===== src/rtl/alu_wb_buffer.sv =====
// Two-entry skid buffer carrying ALU results (result, rd, we) from execute to register-file writeback.
// Optional feature: define ALU_WB_ZERO_FLAG_EN to store a per-entry result==0 flag that drives out_zero.
module alu_wb_buffer #(
  parameter int DATA_W     = 32,
  parameter int REG_ADDR_W = 5
) (
  input  logic                  clk,
  input  logic                  rst_n,
  input  logic                  flush,
  input  logic                  in_valid,
  output logic                  in_ready,
  input  logic [DATA_W-1:0]     in_result,
  input  logic [REG_ADDR_W-1:0] in_rd,
  input  logic                  in_we,
  output logic                  out_valid,
  input  logic                  out_ready,
  output logic [DATA_W-1:0]     out_result,
  output logic [REG_ADDR_W-1:0] out_rd,
  output logic                  out_we,
  output logic                  out_zero
);

  // State bits are {skid_valid, main_valid}; 2'b10 is illegal.
  typedef enum logic [1:0] {
    EMPTY = 2'b00,
    ONE   = 2'b01,
    TWO   = 2'b11
  } state_e;

  typedef struct packed {
    logic [DATA_W-1:0]     result;
    logic [REG_ADDR_W-1:0] rd;
    logic                  we;
`ifdef ALU_WB_ZERO_FLAG_EN
    logic                  zero;
`endif
  } entry_t;

  state_e state_q, state_d;
  entry_t main_q, main_d;
  entry_t skid_q, skid_d;
  entry_t in_entry;
  logic   in_fire;
  logic   out_fire;

  assign in_ready  = ~state_q[1];
  assign out_valid = state_q[0];
  assign in_fire   = in_valid & in_ready;
  assign out_fire  = out_valid & out_ready;

  always_comb begin
    in_entry.result = in_result;
    in_entry.rd     = in_rd;
    in_entry.we     = in_we;
`ifdef ALU_WB_ZERO_FLAG_EN
    in_entry.zero   = (in_result == '0);
`endif
  end

  // NOTE: every always_comb output gets a default first so no path leaves it unassigned (no latch).
  always_comb begin
    state_d = state_q;
    main_d  = main_q;
    skid_d  = skid_q;
    if (flush) begin
      state_d = EMPTY;
    end else begin
      case (state_q)
        EMPTY: begin
          if (in_fire) begin
            main_d  = in_entry;
            state_d = ONE;
          end
        end
        ONE: begin
          case ({in_fire, out_fire})
            2'b10: begin
              skid_d  = in_entry;
              state_d = TWO;
            end
            2'b01:   state_d = EMPTY;
            2'b11:   main_d  = in_entry;
            default: state_d = ONE;
          endcase
        end
        TWO: begin
          if (out_fire) begin
            main_d  = skid_q;
            state_d = ONE;
          end
        end
        default: state_d = EMPTY;
      endcase
    end
  end

  // NOTE: data registers are reset too, because out_result/out_rd must read 0 straight out of reset.
  // NOTE: sequential state uses non-blocking assignments so all flops update from pre-edge values.
  always_ff @(posedge clk or negedge rst_n) begin
    if (!rst_n) begin
      state_q <= EMPTY;
      main_q  <= '0;
      skid_q  <= '0;
    end else begin
      state_q <= state_d;
      main_q  <= main_d;
      skid_q  <= skid_d;
    end
  end

  assign out_result = main_q.result;
  assign out_rd     = main_q.rd;
  // Writes to x0 are suppressed but the entry is still delivered.
  assign out_we     = main_q.we & (main_q.rd != '0);
`ifdef ALU_WB_ZERO_FLAG_EN
  assign out_zero   = main_q.zero;
`else
  assign out_zero   = 1'b0;
`endif

  a_no_skid_without_main: assert property (
    @(posedge clk) disable iff (!rst_n) !(state_q[1] && !state_q[0])
  );

endmodule


===== config.mk =====
export PLATFORM = sky130hd
export DESIGN_NAME = alu_wb_buffer
export DESIGN_NICKNAME = d
export VERILOG_FILES = /design/src/rtl/alu_wb_buffer.sv
export SDC_FILE = /design/constraint.sdc
export NUM_CORES = 1
export LEC_CHECK = 0
export CAP_MARGIN = 20
export CORE_MARGIN = 2
export CORE_UTILIZATION = 51
export CTS_CLUSTER_SIZE = 16
export DETAILED_ROUTE_END_ITERATION = 10
export GPL_TIMING_DRIVEN = 0
export HOLD_SLACK_MARGIN = 0.05
export PLACE_DENSITY = 0.8
export SYNTH_ARGS = -nofsm -noshare
export SYNTH_HDL_FRONTEND = slang
export SYNTH_SLANG_ARGS = --single-unit

===== constraint.sdc =====
create_clock -name clk -period 2.1 [get_ports clk]
set_input_delay 0.42 -clock clk [delete_from_list [all_inputs] [get_ports clk]]
set_output_delay 0.42 -clock clk [all_outputs]
set_load 0.05 [all_outputs]

==> results.txt <==
Worst R2R End: out_result[28]
Number of max-cap violations: 0
Largest fanout on the critical path: 10
Critical Path AT: 1.63 ns
H-Tree Depth: 3
Status: finished clean
Wirelength per Cell: 15.0 microns
Fmax: 0.488 GHz
Register area share after synthesis: 50.1%
Buffers on Ports: 82
Critical Path Start: state_q[0]
Slowest stage delay, CP: 0.83 ns
Worst Hold Class: register to register
CP Buf/Inv Count: 1
# clock sinks: 78
Final max-slew violation count: 0
Drt pass-1 iters: 4
Post-CTS Setup Bufs: 0
Final period util: 97.7%
Critical Path Source Type: register
Worst VDD drop: 0.909 mV
Clk_lat worst skew: 0.35 ns
Synthesis-stage register bit count: 78
Clock Skew: 0.0114 ns
GRT Overall Usage: 18.5%
Avg Vias per Cell: 4.96
Synth warn: 0
Largest net degree at the start of global routing: 43
Async S/R FF share, synth: 100%
Post-Syn Nets: 318
TritonCTS Buffers: 9
Mapped Avg Cell Area: 14.4 sq um
Gr ovfl total: 0
# nets final: 413
Core area: 0.00733 sq mm
Post-Place Worst Slack: -0.132 ns
Fillcell total: 533
# rows: 31
Critical path's slowest cell: clkdlybuf4s50_1
Post-synth cell types: 27
Critical path depth: 1
Reg2reg start: state_q[0]
Final count of hold timing violations: 0
Cell Pwr Density: 1610 mW/mm^2
Fraction of layout cells with a size suffix above 1: 39.5%
Top FF cell, synth: dfrtp_1
Initial antenna violation count: 0
Final ANT Viol Nets: 0
Min Hold Slack: 0.491 ns
Worst setup path category: register to output port
Diodes inserted: 0
Root buffer cell: clkbuf_8
Total power: 8.22 mW
Total leakage power: 2.31 nW
Slew HR: 60.6%
Worst-Margin Slew: 0.591 ns
Tmin final: 2.05 ns
Die area: 0.00835 sq mm
Setup total negative slack: 0 ns
Iter 0 DRT Violations: 67
Area growth syn-to-layout: 30.9%
Post-Route WL: 7020 microns
Clock Tree Buf Depth: 2
TritonCTS clock tree: yes
Initial Util: 53.1%
Clock transition at the registers of the reported paths: 0.08 ns
Placed cell areas: 0.00486 sq mm
Crit path cell chain: clkdlybuf4s50_1
Worst Setup EP: out_valid
RSZ-0062 raised after global routing: no
Vias in the first global route: 2540
Hpwl dp: 4940 microns
Mapped cell area: 0.00390 sq mm
Hold depth: 1
Top-level I/O count: 84
Worst R2R Setup Slack: 0.12 ns
Global-route wire length before repair: 12200 microns
Die extent in y: 91.4 microns
Worst Setup End Kind: output port
Final worst slack: 0.0493 ns
DR vias: 2326
Final setup fails: 0
DRC: 0
EDFF count, synth: 0
Final Cell Area: 0.00510 sq mm
Family with the most delay on the worst path: buffers and inverters
Post-Synthesis Cells: 270
Chip width: 91.4 microns
WP data required: 1.68 ns
Global placement routability congestion: 0.778
Worst R2R Path Depth: 5
[area by class of cell]
type	instances	area (sq um)	share of cell area [%]
Timing Repair Buffer	84	861	16.9
Clock buffer	11	131	2.58
Inverter	3	11.3	0.221
Sequential cell	78	1950	38.3
Tap cell	99	124	2.43
Multi-Input combinational cell	139	1560	30.6
Clock inverter	5	83.8	1.64
Buffer	50	375	7.36
[worst min-delay path by stage]
stage	start	end	slack (ns)
floorplan	rst_n	main_q[0]	0.12
global placement	skid_q[5]	skid_q[5]	0.47
detailed placement	rst_n	out_result[17]	0.42
CTS	skid_q[25]	skid_q[25]	0.50
global route	skid_q[25]	skid_q[25]	0.51
finish	skid_q[3]	skid_q[3]	0.49
[Yosys cell counts (2+ instances only)]
master,number,area (sq um)
dfrtp_1,78,1950
mux2_1,36,405
buf_6,5,56.3
a221oi_1,2,17.5
buf_2,4,20.0
mux2_2,58,653
mux2_4,20,300
a21oi_1,3,15.0
clkbuf_1,2,7.51
nor2_1,2,7.51
buf_4,38,285
inv_1,3,11.3
ha_1,5,62.6
[layer usage]
layer	up-vias	global-route usage, %	part of all wire [%]
met1	1151	23.8	45
met2	65	29.0	47
met3	11	5.64	6.1
met5	-	0	0
met4	0	7.58	1.7
li1	1099	-	-
[layout by cell type, fill, tap and decap left out, drive strengths merged]
| cell type | count |
|---|---|
| and3 | 1 |
| dfrtp | 78 |
| nor2 | 2 |
| mux2i | 1 |
| inv | 3 |
| a21oi | 3 |
| nand4b | 1 |
| mux2 | 114 |
| o21a | 1 |
| clkinv | 1 |
| dlygate4sd2 | 1 |
| bufinv | 2 |
| and4b | 1 |
| nand2b | 2 |
| conb | 1 |
| ha | 5 |
| nand3b | 1 |
| nand3 | 1 |
| a221oi | 2 |
| or4 | 1 |
| clkinvlp | 2 |
| dlygate4sd3 | 1 |
| o21ai | 1 |
| clkbuf | 12 |
| clkdlybuf4s50 | 74 |
| a21boi | 1 |
| dlymetal6s2s | 5 |
| buf | 52 |
[kinds of logic after synthesis]
| family | after synthesis | share of synthesized area, % |
|---|---|---|
| mux | 115 | 35.1 |
| simple gates | 10 | 1.86 |
| other cells | 1 | 0.0962 |
| buf+inv | 53 | 9.86 |
| fa+ha+maj | 5 | 1.61 |
| flops | 78 | 50.1 |
| compound gates | 8 | 1.35 |
[registers in the layout, indices dropped and copies added (netlist names)]
signal      count
state_q         2
skid_q         38
main_q          1
out_rd          5
out_result     32
[worst reg2reg max path, delay by kind of cell, from the launching register on]
| family | cells | cell delay [ns] |
|---|---|---|
| muxes | 2 | 0.65 |
| buffers and inverters | 2 | 0.56 |
| DFF | 1 | 0.46 |
| adders and majority gates | 1 | 0.21 |
[repair_timing]
| action | 4_1_cts | 5_1_grt |
|---|---|---|
| resized for setup | 6 | 11 |
| hold buffers | 1 | 0 |
| endpoints found under the hold margin | 26 | 0 |
| setup endpoints to repair | 22 | 9 |
[per-stage QoR]
step / util, % / std cells
final: 69.6 / 469
after global routing: 69.6 / 469
after CTS: 69.4 / 469
after detailed placement: 66.3 / 452
after global placement: 66.1 / 451
after floorplan: - / 270
[power breakdown]
| group | leakage, nW | switching, mW | internal [mW] |
|---|---|---|---|
| combinational | 1.28 | 2.22 | 2.10 |
| sequential | 0.928 | 0.410 | 2.27 |
| clock | 0.0998 | 0.551 | 0.673 |
| total | 2.31 | 3.18 | 5.04 |
(Power assumes the default switching activity.)
